File: src/rtl/ecg_peak_detector.sv
// R-peak detector: tracks local maxima above a threshold, reports amplitude and R-R interval.
// Define ADAPTIVE_THRESH_EN for an internal self-adjusting threshold (thresh_in then unused).
module ecg_peak_detector #(
  parameter int unsigned                DATA_W      = 16,
  parameter int unsigned                RR_W        = 16,
  parameter int unsigned                REFRACT     = 72,
  parameter logic signed [DATA_W-1:0]   INIT_THRESH = DATA_W'(2000)
) (
  input  logic              clk,
  input  logic              rst,
  input  logic              s_valid,
  input  logic [DATA_W-1:0] s_data,
  input  logic [DATA_W-1:0] thresh_in,
  output logic              peak_valid,
  output logic [DATA_W-1:0] peak_amp,
  output logic [RR_W-1:0]   rr_interval,
  output logic              first_peak,
  output logic              rr_sat
);

  localparam logic [1:0] StSearch  = 2'd0;
  localparam logic [1:0] StTrack   = 2'd1;
  localparam logic [1:0] StRefract = 2'd2;
  localparam int unsigned CntW = $clog2(REFRACT + 2);

  // Distance counters carry one extra bit: MSB set means ">= 2^RR_W", i.e. saturated.
  function automatic logic [RR_W:0] sat_inc(input logic [RR_W:0] v);
    return v[RR_W] ? v : v + {{RR_W{1'b0}}, 1'b1};
  endfunction

  logic [1:0]               state_q, state_d;
  logic signed [DATA_W-1:0] cand_amp_q, cand_amp_d;
  logic [RR_W:0]            cand_off_q, cand_off_d;  // samples since candidate index
  logic [RR_W:0]            cand_rr_q, cand_rr_d;    // candidate index minus previous peak
  logic [RR_W:0]            dist_q, dist_d;          // next sample index minus previous peak
  logic [CntW-1:0]          ref_cnt_q, ref_cnt_d, ref_nxt;
  logic                     armed_q, armed_d;
  logic                     peak_valid_q, peak_valid_d;
  logic [DATA_W-1:0]        peak_amp_q, peak_amp_d;
  logic [RR_W-1:0]          rr_q, rr_d;
  logic                     first_q, first_d;
  logic                     rr_sat_q, rr_sat_d;
  logic                     declare;
  logic signed [DATA_W-1:0] thr;

`ifdef ADAPTIVE_THRESH_EN
  logic signed [DATA_W-1:0] thr_q, thr_d;
  logic signed [DATA_W:0]   thr_sum;
  logic                     unused_thresh_in;

  assign unused_thresh_in = ^thresh_in;
  assign thr = thr_q;

  always_comb begin
    thr_sum = ($signed({thr_q[DATA_W-1], thr_q}) >>> 1)
            + ($signed({cand_amp_q[DATA_W-1], cand_amp_q}) >>> 2);
    thr_d = thr_q;
    if (declare) begin
      if (thr_sum[DATA_W] != thr_sum[DATA_W-1]) begin
        thr_d = thr_sum[DATA_W] ? {1'b1, {(DATA_W-1){1'b0}}} : {1'b0, {(DATA_W-1){1'b1}}};
      end else begin
        thr_d = thr_sum[DATA_W-1:0];
      end
    end
  end

  always_ff @(posedge clk or posedge rst) begin
    if (rst) thr_q <= INIT_THRESH;
    else     thr_q <= thr_d;
  end
`else
  assign thr = $signed(thresh_in);
`endif

  always_comb begin
    state_d      = state_q;
    cand_amp_d   = cand_amp_q;
    cand_off_d   = cand_off_q;
    cand_rr_d    = cand_rr_q;
    dist_d       = dist_q;
    ref_cnt_d    = ref_cnt_q;
    ref_nxt      = ref_cnt_q + 1'b1;
    armed_d      = armed_q;
    peak_valid_d = 1'b0;
    peak_amp_d   = peak_amp_q;
    rr_d         = rr_q;
    first_d      = first_q;
    rr_sat_d     = rr_sat_q;
    declare      = 1'b0;
    if (s_valid) begin
      dist_d     = sat_inc(dist_q);
      cand_off_d = sat_inc(cand_off_q);
      case (state_q)
        StSearch: begin
          if ($signed(s_data) > thr) begin
            state_d    = StTrack;
            cand_amp_d = $signed(s_data);
            cand_off_d = {{RR_W{1'b0}}, 1'b1};
            cand_rr_d  = dist_q;
          end
        end
        StTrack: begin
          if ($signed(s_data) > cand_amp_q) begin
            cand_amp_d = $signed(s_data);
            cand_off_d = {{RR_W{1'b0}}, 1'b1};
            cand_rr_d  = dist_q;
          end else if ($signed(s_data) < cand_amp_q) begin
            declare = 1'b1;
          end
        end
        StRefract: begin
          if (32'(ref_nxt) >= REFRACT) state_d = StSearch;
          else                         ref_cnt_d = ref_nxt;
        end
        default: state_d = StSearch;
      endcase
      if (declare) begin
        // The declaring sample is the first refractory sample.
        state_d      = (REFRACT <= 1) ? StSearch : StRefract;
        ref_cnt_d    = CntW'(1);
        dist_d       = sat_inc(cand_off_q);
        armed_d      = 1'b0;
        peak_valid_d = 1'b1;
        peak_amp_d   = cand_amp_q;
        first_d      = armed_q;
        rr_sat_d     = !armed_q && cand_rr_q[RR_W];
        if (armed_q)             rr_d = '0;
        else if (cand_rr_q[RR_W]) rr_d = '1;
        else                     rr_d = cand_rr_q[RR_W-1:0];
      end
    end
  end

  always_ff @(posedge clk or posedge rst) begin
    if (rst) begin
      state_q      <= StSearch;
      cand_amp_q   <= '0;
      cand_off_q   <= '0;
      cand_rr_q    <= '0;
      dist_q       <= '0;
      ref_cnt_q    <= '0;
      armed_q      <= 1'b1;
      peak_valid_q <= 1'b0;
      peak_amp_q   <= '0;
      rr_q         <= '0;
      first_q      <= 1'b0;
      rr_sat_q     <= 1'b0;
    end else begin
      state_q      <= state_d;
      cand_amp_q   <= cand_amp_d;
      cand_off_q   <= cand_off_d;
      cand_rr_q    <= cand_rr_d;
      dist_q       <= dist_d;
      ref_cnt_q    <= ref_cnt_d;
      armed_q      <= armed_d;
      peak_valid_q <= peak_valid_d;
      peak_amp_q   <= peak_amp_d;
      rr_q         <= rr_d;
      first_q      <= first_d;
      rr_sat_q     <= rr_sat_d;
    end
  end

  assign peak_valid  = peak_valid_q;
  assign peak_amp    = peak_amp_q;
  assign rr_interval = rr_q;
  assign first_peak  = first_q;
  assign rr_sat      = rr_sat_q;

endmodule

File: config.mk
export PLATFORM = sky130hd
export DESIGN_NAME = ecg_peak_detector
export DESIGN_NICKNAME = d
export VERILOG_FILES = /design/src/rtl/ecg_peak_detector.sv
export SDC_FILE = /design/constraint.sdc
export NUM_CORES = 1
export LEC_CHECK = 0
export BUFFER_PORTS_ARGS = -buffer_cell sky130_fd_sc_hd__buf_2
export CAP_MARGIN = 20
export CORE_UTILIZATION = 35
export CTS_CLUSTER_SIZE = 12
export DETAILED_ROUTE_END_ITERATION = 16
export GPL_ROUTABILITY_DRIVEN = 0
export GPL_TIMING_DRIVEN = 0
export SLEW_MARGIN = 20
export SYNTH_ARGS = -nofsm -noshare
export SYNTH_HDL_FRONTEND = slang
export SYNTH_SLANG_ARGS = --single-unit
File: constraint.sdc
create_clock -name clk -period 5.2 [get_ports clk]
set_input_delay 1.56 -clock clk [delete_from_list [all_inputs] [get_ports clk]]
set_output_delay 1.56 -clock clk [all_outputs]
set_load 0.05 [all_outputs]
==> results of run 1 <==
state kept, by name (all words and copies together) (netlist names), 2 cells and up:
name,cells
peak_amp,16
dist_q,17
ref_cnt_q,7
cand_rr_q,17
state_q,2
cand_off_q,17
rr_interval,16
cand_amp_q,16
worst max-delay path by stage:
stage | slack [ns] | end | depth (start not counted) | from
3_5_place_dp | 0.76 | rr_sat$_DFFE_PP0P_ | 9 | s_data[15]
4_1_cts | 1.15 | cand_off_q[1]$_DFFE_PP0P_ | 10 | s_data[5]
6_report | 1.05 | cand_off_q[1]$_DFFE_PP0P_ | 10 | s_data[5]
3_3_place_gp | -0.58 | rr_interval[14]$_DFFE_PP0P_ | 2 | rst
5_1_grt | 0.93 | rr_sat$_DFFE_PP0P_ | 9 | s_data[15]
2_1_floorplan | 0.68 | cand_amp_q[0]$_DFFE_PP0P_ | 1 | rst
critical path: cells and delay by family:
family | cells | cell delay, ns
AOI/OAI and AO/OA | 6 | 1.40
adders and majority gates | 1 | 0.31
buffers and inverters | 2 | 0.37
muxes | 1 | 0.76
cell type report:
class	count	area (sq um)	share of cell area (%)
Buffer	30	148.9	2.091
Multi-Input combinational cell	433	3012	42.29
Sequential cell	112	2804	39.38
Inverter	44	170.2	2.390
Clock buffer	11	232.7	3.268
Timing Repair Buffer	69	367.9	5.166
Tap cell	225	281.5	3.954
Clock inverter	5	103.9	1.458
synthesized netlist by cell type (2+ instances only):
cell,n
buf_2,5
and3_1,5
nor2b_1,4
nor4_1,3
and4_1,3
a2bb2oi_1,7
nand2_1,69
buf_6,4
o22a_1,2
and2_1,4
nand4_1,14
a311o_1,3
clkbuf_1,20
o221ai_1,4
mux2_2,37
nor2_1,40
a22o_1,6
o31ai_1,19
nand3_1,18
inv_1,44
a21oi_1,31
nand4b_1,2
dfrtp_1,111
o2111ai_1,2
a41oi_1,2
a21o_1,6
o2bb2ai_1,14
mux2i_1,11
o21ai_0,30
nor3_1,16
or4_1,2
nand2b_1,6
xnor2_1,14
or3_1,4
ha_1,35
o211ai_1,2
power by group through the flow:
stage               clock, mW  sequential (mW)  combinational (mW)
finish                  0.796             1.47                1.87
global route            0.847             1.52                2.04
CTS                     0.813             1.47                1.88
detailed placement          0             1.49                1.88
global placement            0             1.47                1.84
floorplan                   0             1.83                1.04
logic make-up after synthesis:
kind of cell | share of synthesized area (%)
buffers and inverters | 5.123
adder cells (fa/ha/maj) | 7.144
XOR/XNOR | 2.000
AND/OR/NAND/NOR | 15.60
AO/OA/AOI/OAI | 15.80
multiplexers | 8.594
flip-flops | 45.74
per-layer routing:
| metal | global-route usage, % | share of wire [%] |
|---|---|---|
| met5 | 0 | 0 |
| met2 | 30.17 | 49 |
| met1 | 22.18 | 45 |
| met4 | 7.303 | 2.5 |
| met3 | 3.212 | 4.2 |
==> results by group, run 1 <==
Floorplanning
  • Io pins: 70
  • Rows: 48
  • Die Wd: between 100 and 150 um
  • Die span in y: 134.3 um
  • Starting density of the core: 35.69%
  • Die area: 18050 sq um
  • CORE AREA: 17180 sq um

Logic synthesis
  • Post-Synthesis Cells: about 620
  • Post-synth top area cell: dfrtp_1
  • Post-Syn Area: about 6100 sq um
  • Seq cells post-synth: 112
  • Post-synth cell types: 56
  • Yosys warns: 0
  • Post-synth EDFFs: 0
  • Synth Area per Inst: 9.902 sq um
  • Ys flop type: dfrtp_1
  • Yosys top cell area share: 45.32%
  • Synth async-reset ratio: between 90% and 100%
  • Dominant cells by area after synthesis: dfrtp_1 45%, ha_1 7.1%, mux2_2 6.8%
  • Sequential-to-total area share from yosys stat: 45.74%
  • Synthesized Nets: 689

Clock tree
  • Post-CTS setup buffer count: 0
  • Clk_lat worst skew: approximately 0.36 ns
  • CTS tree: done
  • Cts bufs inserted: 9
  • CTS root buffer: clkbuf_16
  • Cts hold-fix bufs: 0
  • Clk slew on worst S/H paths: 0.07 ns
  • Clock sinks: 112
  • Deepest clock path buffer count: 2
  • H-tree depth: 3
  • CTS resizes: 0

Routing
  • Vias: roughly 5000
  • WL final: between 15000 and 20000 um
  • Vias per cell: ~5.3
  • DR pass1 iterations: 5
  • DRC violations left: 0
  • Antenna Nets Post-Route: 0
  • WL per Instance: about 16 um
  • DR iter-0 viols: approximately 290

Worst hold path
  • Hold Crit Class: reg -> reg
  • Worst Hold Launch: rr_interval[14]$_DFFE_PP0P_
  • Hold Path End: rr_interval[14]$_DFFE_PP0P_
  • Hold Path Cell Cnt: 2

Placement
  • Placed Cells: 913
  • Placed inst area: 6784 sq um
  • Pre-CTS WS: 0.7606 ns
  • Hpwl dp: 11660 um
  • Port Buffer Count: 68

Finish
  • Final Non-Filler Cells: 929
  • Fin nets: just under 800
  • Syn-to-layout area delta: 16.17%
  • Most frequent cells in the layout: 111 x dfrtp_1, 73 x buf_2, 69 x nand2_1, 43 x inv_1, 40 x nor2_1
  • Antenna Cells: 0
  • Util after Layout: around 41%
  • Final Instance Area: ~7000 sq um
  • Share of cells above drive strength 1: 19.46%
  • Commonest non-fill, non-tap cell in the layout: dfrtp_1
  • Filler cells: between 1500 and 2000

Worst setup path
  • WS Path Type: in -> reg
  • Worst-path fanout max: 10
  • FF-to-FF setup slack: ~2.1 ns
  • Crit Reg-Reg Startpoint: cand_amp_q[15]$_DFFE_PP0P_
  • Worst setup SP type: input port
  • Worst stage delay on the critical path: 0.76 ns
  • Reg2reg end: cand_rr_q[1]$_DFFE_PP0P_
  • Worst R2R Path Depth: 10
  • Crit-path slowest cell: mux2i_1
  • Critical path, cell by cell: buf_2, ha_1, a21oi_1, o21ai_0, a21o_1, a211oi_1, mux2i_1, o21ai_0, buf_2, o31ai_1
  • Critical Path Sink Type: flip-flop
  • WP data required: around 5.5 ns
  • CP Data Arrival Time: 4.41 ns

Pwr
  • Clk network pwr share: 19.2%
  • Comb pwr share: 45.2%
  • LEAKAGE: 3.241 nW
  • Seq pwr share: 35.5%
  • NetSw: approximately 1.8 mW
  • Sw frac: 42.93%
  • Power per cell area: 581.1 nW/um^2
  • Power Total: between 4 and 5 mW
  • Internal Power: 2.361 mW
  • Max VDD drop: 289.0 uV

Timing
  • Crit path time final: 4.146 ns
  • Worst slew pin tran: between 0.9 and 1 ns
  • Fin Clk Skew: 0.01233 ns
  • Slack of the critical path: 1.054 ns
  • Unrepaired setup endpoints after global routing: no
  • Number of endpoints failing setup at the final stage: 0
  • Tcrit/Tclk final: between 70% and 80%
  • Hold WS: about 0.47 ns
  • Setup TNS: 0 ns
  • Final-report max-slew violation count: 0
  • Headroom to the max-slew limit: 33.56%
  • Endpoints failing hold: 0
  • Max Clk Rate: 0.2412 GHz

Global route
  • First-pass GRT wire length: 25160 um
  • Vias in the first global route: 5000
  • Largest net degree at the start of global routing: 72
  • Total grt overflow: 0
  • GRT Resource Usage Total: between 10% and 20%
  • Initial antenna violation count: 0

Run status
  • Run status: finished, final reports clean

Run
  • Max Cap Violations: 0
No activity file was read; power rests on OpenSTA's default activity.
==> run 2, diff against run 1 <==
==> constraint.sdc (replaced) <==
create_clock -name clk -period 3.9 [get_ports clk]
set_input_delay 1.17 -clock clk [delete_from_list [all_inputs] [get_ports clk]]
set_output_delay 1.17 -clock clk [all_outputs]
set_load 0.05 [all_outputs]
==> run 2 against run 1 <==
First-iteration DRC count shrank 2.1%. Largest power group unchanged. Count of clock-buffer cells in the layout shrank 1. Final cell count grew 0.22%. Die area is the same. Critical path depth is the same. Utilization grew 0.073 points. Total power grew 31%. Sequential share of layout area shrank 0.069 points. Critical path type unchanged. Register-to-register slack lost 1.3 ns. Combinational power grew 35%. Sequential power grew 33%.
==> results by group, run 2 (synthesis gave the netlist of run 1 again) <==
Worst setup path
  • Worst R2R Path Depth: 10 (unchanged)
  • WP data required: 4.16 ns (was 5.46 ns)
  • WS Path Type: in -> reg (unchanged)
  • Worst-path fanout max: 10 (unchanged)
  • Crit Reg-Reg Startpoint: cand_amp_q[15]$_DFFE_PP0P_ (unchanged)
  • Worst Setup SP: s_data[15] (was s_data[5])
  • Worst setup SP type: input port (unchanged)
  • Critical Path Sink Type: flip-flop (unchanged)
  • CP Data Arrival Time: 3.96 ns (was 4.41 ns)

Routing
  • WL per Instance: 16.46 um (was 16.40 um)
  • DR pass1 iterations: 5 (unchanged)
  • Antenna Nets Post-Route: 0 (unchanged)
  • DRC violations left: 0 (unchanged)
  • DR iter-0 viols: 282 (was 288)
  • WL final: 15320 um (was 15240 um)
  • Vias per cell: 5.361 (was 5.333)
  • Vias: 4991 (was 4954)

Timing
  • Max Clk Rate: 0.2701 GHz
  • Tcrit/Tclk final: 94.94%
  • Setup TNS: 0 ns (unchanged)
  • Fin Clk Skew: 0.01310 ns (was 0.01233 ns)
  • Final-report max-slew violation count: 0 (unchanged)
  • Headroom to the max-slew limit: 34.87% (was 33.56%)
  • Number of endpoints failing setup at the final stage: 0 (unchanged)
  • Unrepaired setup endpoints after global routing: yes (was no)
  • Worst slew pin tran: 0.9617 ns (was 0.9810 ns)
  • Hold WS: 0.4720 ns (was 0.4726 ns)
  • Crit path time final: 3.703 ns
  • Endpoints failing hold: 0 (unchanged)
  • Slack of the critical path: 0.1974 ns (was 1.054 ns)

Worst hold path
  • Hold Crit Class: reg -> reg (unchanged)
  • Worst Hold Launch: rr_interval[8]$_DFFE_PP0P_ (was rr_interval[14]$_DFFE_PP0P_)
  • Hold Path Cell Cnt: 2 (unchanged)

Placement
  • Hpwl dp: 11770 um (was 11660 um)
  • Placed Cells: 915 (was 913)
  • Pre-CTS WS: -0.1730 ns (was 0.7606 ns)
  • Placed inst area: 6815 sq um (was 6784 sq um)
  • Port Buffer Count: 68 (unchanged)

Global route
  • Largest net degree at the start of global routing: 35 (was 72)
  • GRT Resource Usage Total: 18.08% (was 17.76%)
  • First-pass GRT wire length: 25580 um (was 25160 um)
  • Vias in the first global route: 5122 (was 5000)
  • Total grt overflow: 0 (unchanged)
  • Initial antenna violation count: 0 (unchanged)

Clock tree
  • H-tree depth: 3 (unchanged)
  • CTS root buffer: clkbuf_16 (unchanged)
  • Post-CTS setup buffer count: 0 (unchanged)
  • Clock sinks: 112 (unchanged)
  • Clk_lat worst skew: 0.36 ns (about the same)
  • Deepest clock path buffer count: 2 (unchanged)
  • Clk slew on worst S/H paths: 0.07 ns (about the same)
  • CTS tree: done (unchanged)
  • Cts bufs inserted: 9 (unchanged)

Finish
  • Final Instance Area: 7133 sq um (was 7121 sq um)
  • Commonest non-fill, non-tap cell in the layout: dfrtp_1 (unchanged)
  • Most frequent cells in the layout: 111 x dfrtp_1, 73 x buf_2, 69 x nand2_1, 43 x inv_1, 40 x nor2_1 (unchanged)
  • Filler cells: 1678 (was 1669)
  • Final Non-Filler Cells: 931 (was 929)
  • Fin nets: 771 (was 769)
  • Util after Layout: 41.53% (was 41.46%)
  • Biggest regs: cand_off_q: 17 flops, cand_rr_q: 17 flops, dist_q: 17 flops (unchanged)
  • Share of cells above drive strength 1: 20.11% (was 19.46%)
  • Antenna Cells: 0 (unchanged)
  • Syn-to-layout area delta: 16.37% (was 16.17%)
  • Register area: 2804 sq um (unchanged)
  • Area occupied by multi-input gates: 3024 sq um (was 3012 sq um)

Floorplanning
  • Die area: 18050 sq um (unchanged)
  • Io pins: 70 (unchanged)
  • Starting density of the core: 35.69% (unchanged)
  • CORE AREA: 17180 sq um (unchanged)
  • Die span in y: 134.3 um (unchanged)
  • Die Wd: 134.3 um (unchanged)
  • Rows: 48 (unchanged)

Pwr
  • LEAKAGE: 3.246 nW (was 3.241 nW)
  • Power per cell area: 761.5 nW/um^2 (was 581.1 nW/um^2)
  • Max VDD drop: 435.1 uV (was 289.0 uV)
  • Power Total: 5.432 mW (was 4.138 mW)

Run status
  • Run status: finished, final reports clean (unchanged)

Run
  • Max Cap Violations: 0 (unchanged)
[run 2: cell types whose count changed in the layout (fill, tap and decap cells not counted), sizes merged]
cell | before | now
inv | 45 | 44
clkbuf | 31 | 30
bufinv | 3 | 1
clkinv | 1 | 4
buf | 79 | 81
clkinvlp | 0 | 1
[run 2: routing by layer]
metal | vias to the layer above | GRT usage [%] | share of wire [%]
met1 | 2431 | 23.07 | 45
li1 | 2394 | - | -
met3 | 26 | 2.872 | 4.8
met5 | - | 0 | 0
met2 | 140 | 30.28 | 48
met4 | 0 | 7.865 | 2.5
[run 2: what timing repair did]
action / CTS / global route
endpoints found under the setup margin: 0 / 11
gates resized for setup: 0 / 2
hold buffers: 0 / 0
[run 2: final cells by class]
| type | count | area share (%) |
|---|---|---|
| Tap cell | 225 | 3.947 |
| Multi-Input combinational cell | 433 | 42.40 |
| Sequential cell | 112 | 39.31 |
| Inverter | 44 | 2.368 |
| Clock inverter | 6 | 0.9297 |
| Timing Repair Buffer | 71 | 5.613 |
| Buffer | 30 | 2.087 |
| Clock buffer | 10 | 3.350 |
[run 2: worst paths after layout]
| check | end | slack, ns |
|---|---|---|
| worst max-delay path | cand_off_q[1]$_DFFE_PP0P_ | 0.20 |
| worst max register to register | cand_off_q[1]$_DFFE_PP0P_ | 0.75 |
| max in group asynchronous | rr_interval[14]$_DFFE_PP0P_ | 2.20 |
| worst min register to register | rr_interval[8]$_DFFE_PP0P_ | 0.47 |
| worst min-delay path | rr_interval[8]$_DFFE_PP0P_ | 0.47 |
| min in group asynchronous | rr_interval[3]$_DFFE_PP0P_ | 0.90 |
[run 2: where the power goes]
part / total [mW] / internal (mW) / switching, mW
Sequential: 1.95 / 1.62 / 0.337
Combinational: 2.52 / 0.904 / 1.61
Clock: 0.959 / 0.519 / 0.441
Total: 5.43 / 3.04 / 2.39
[run 2: critical path, stage by stage]
cell and delay [ns]:
buf_2 0.13, ha_1 0.35, nand4_2 0.18, nor3_1 0.08, a2111o_1 0.47, o21ai_0 0.39
and2_0 0.47, o21ai_0 0.21, buf_2 0.24, o31ai_1 0.26
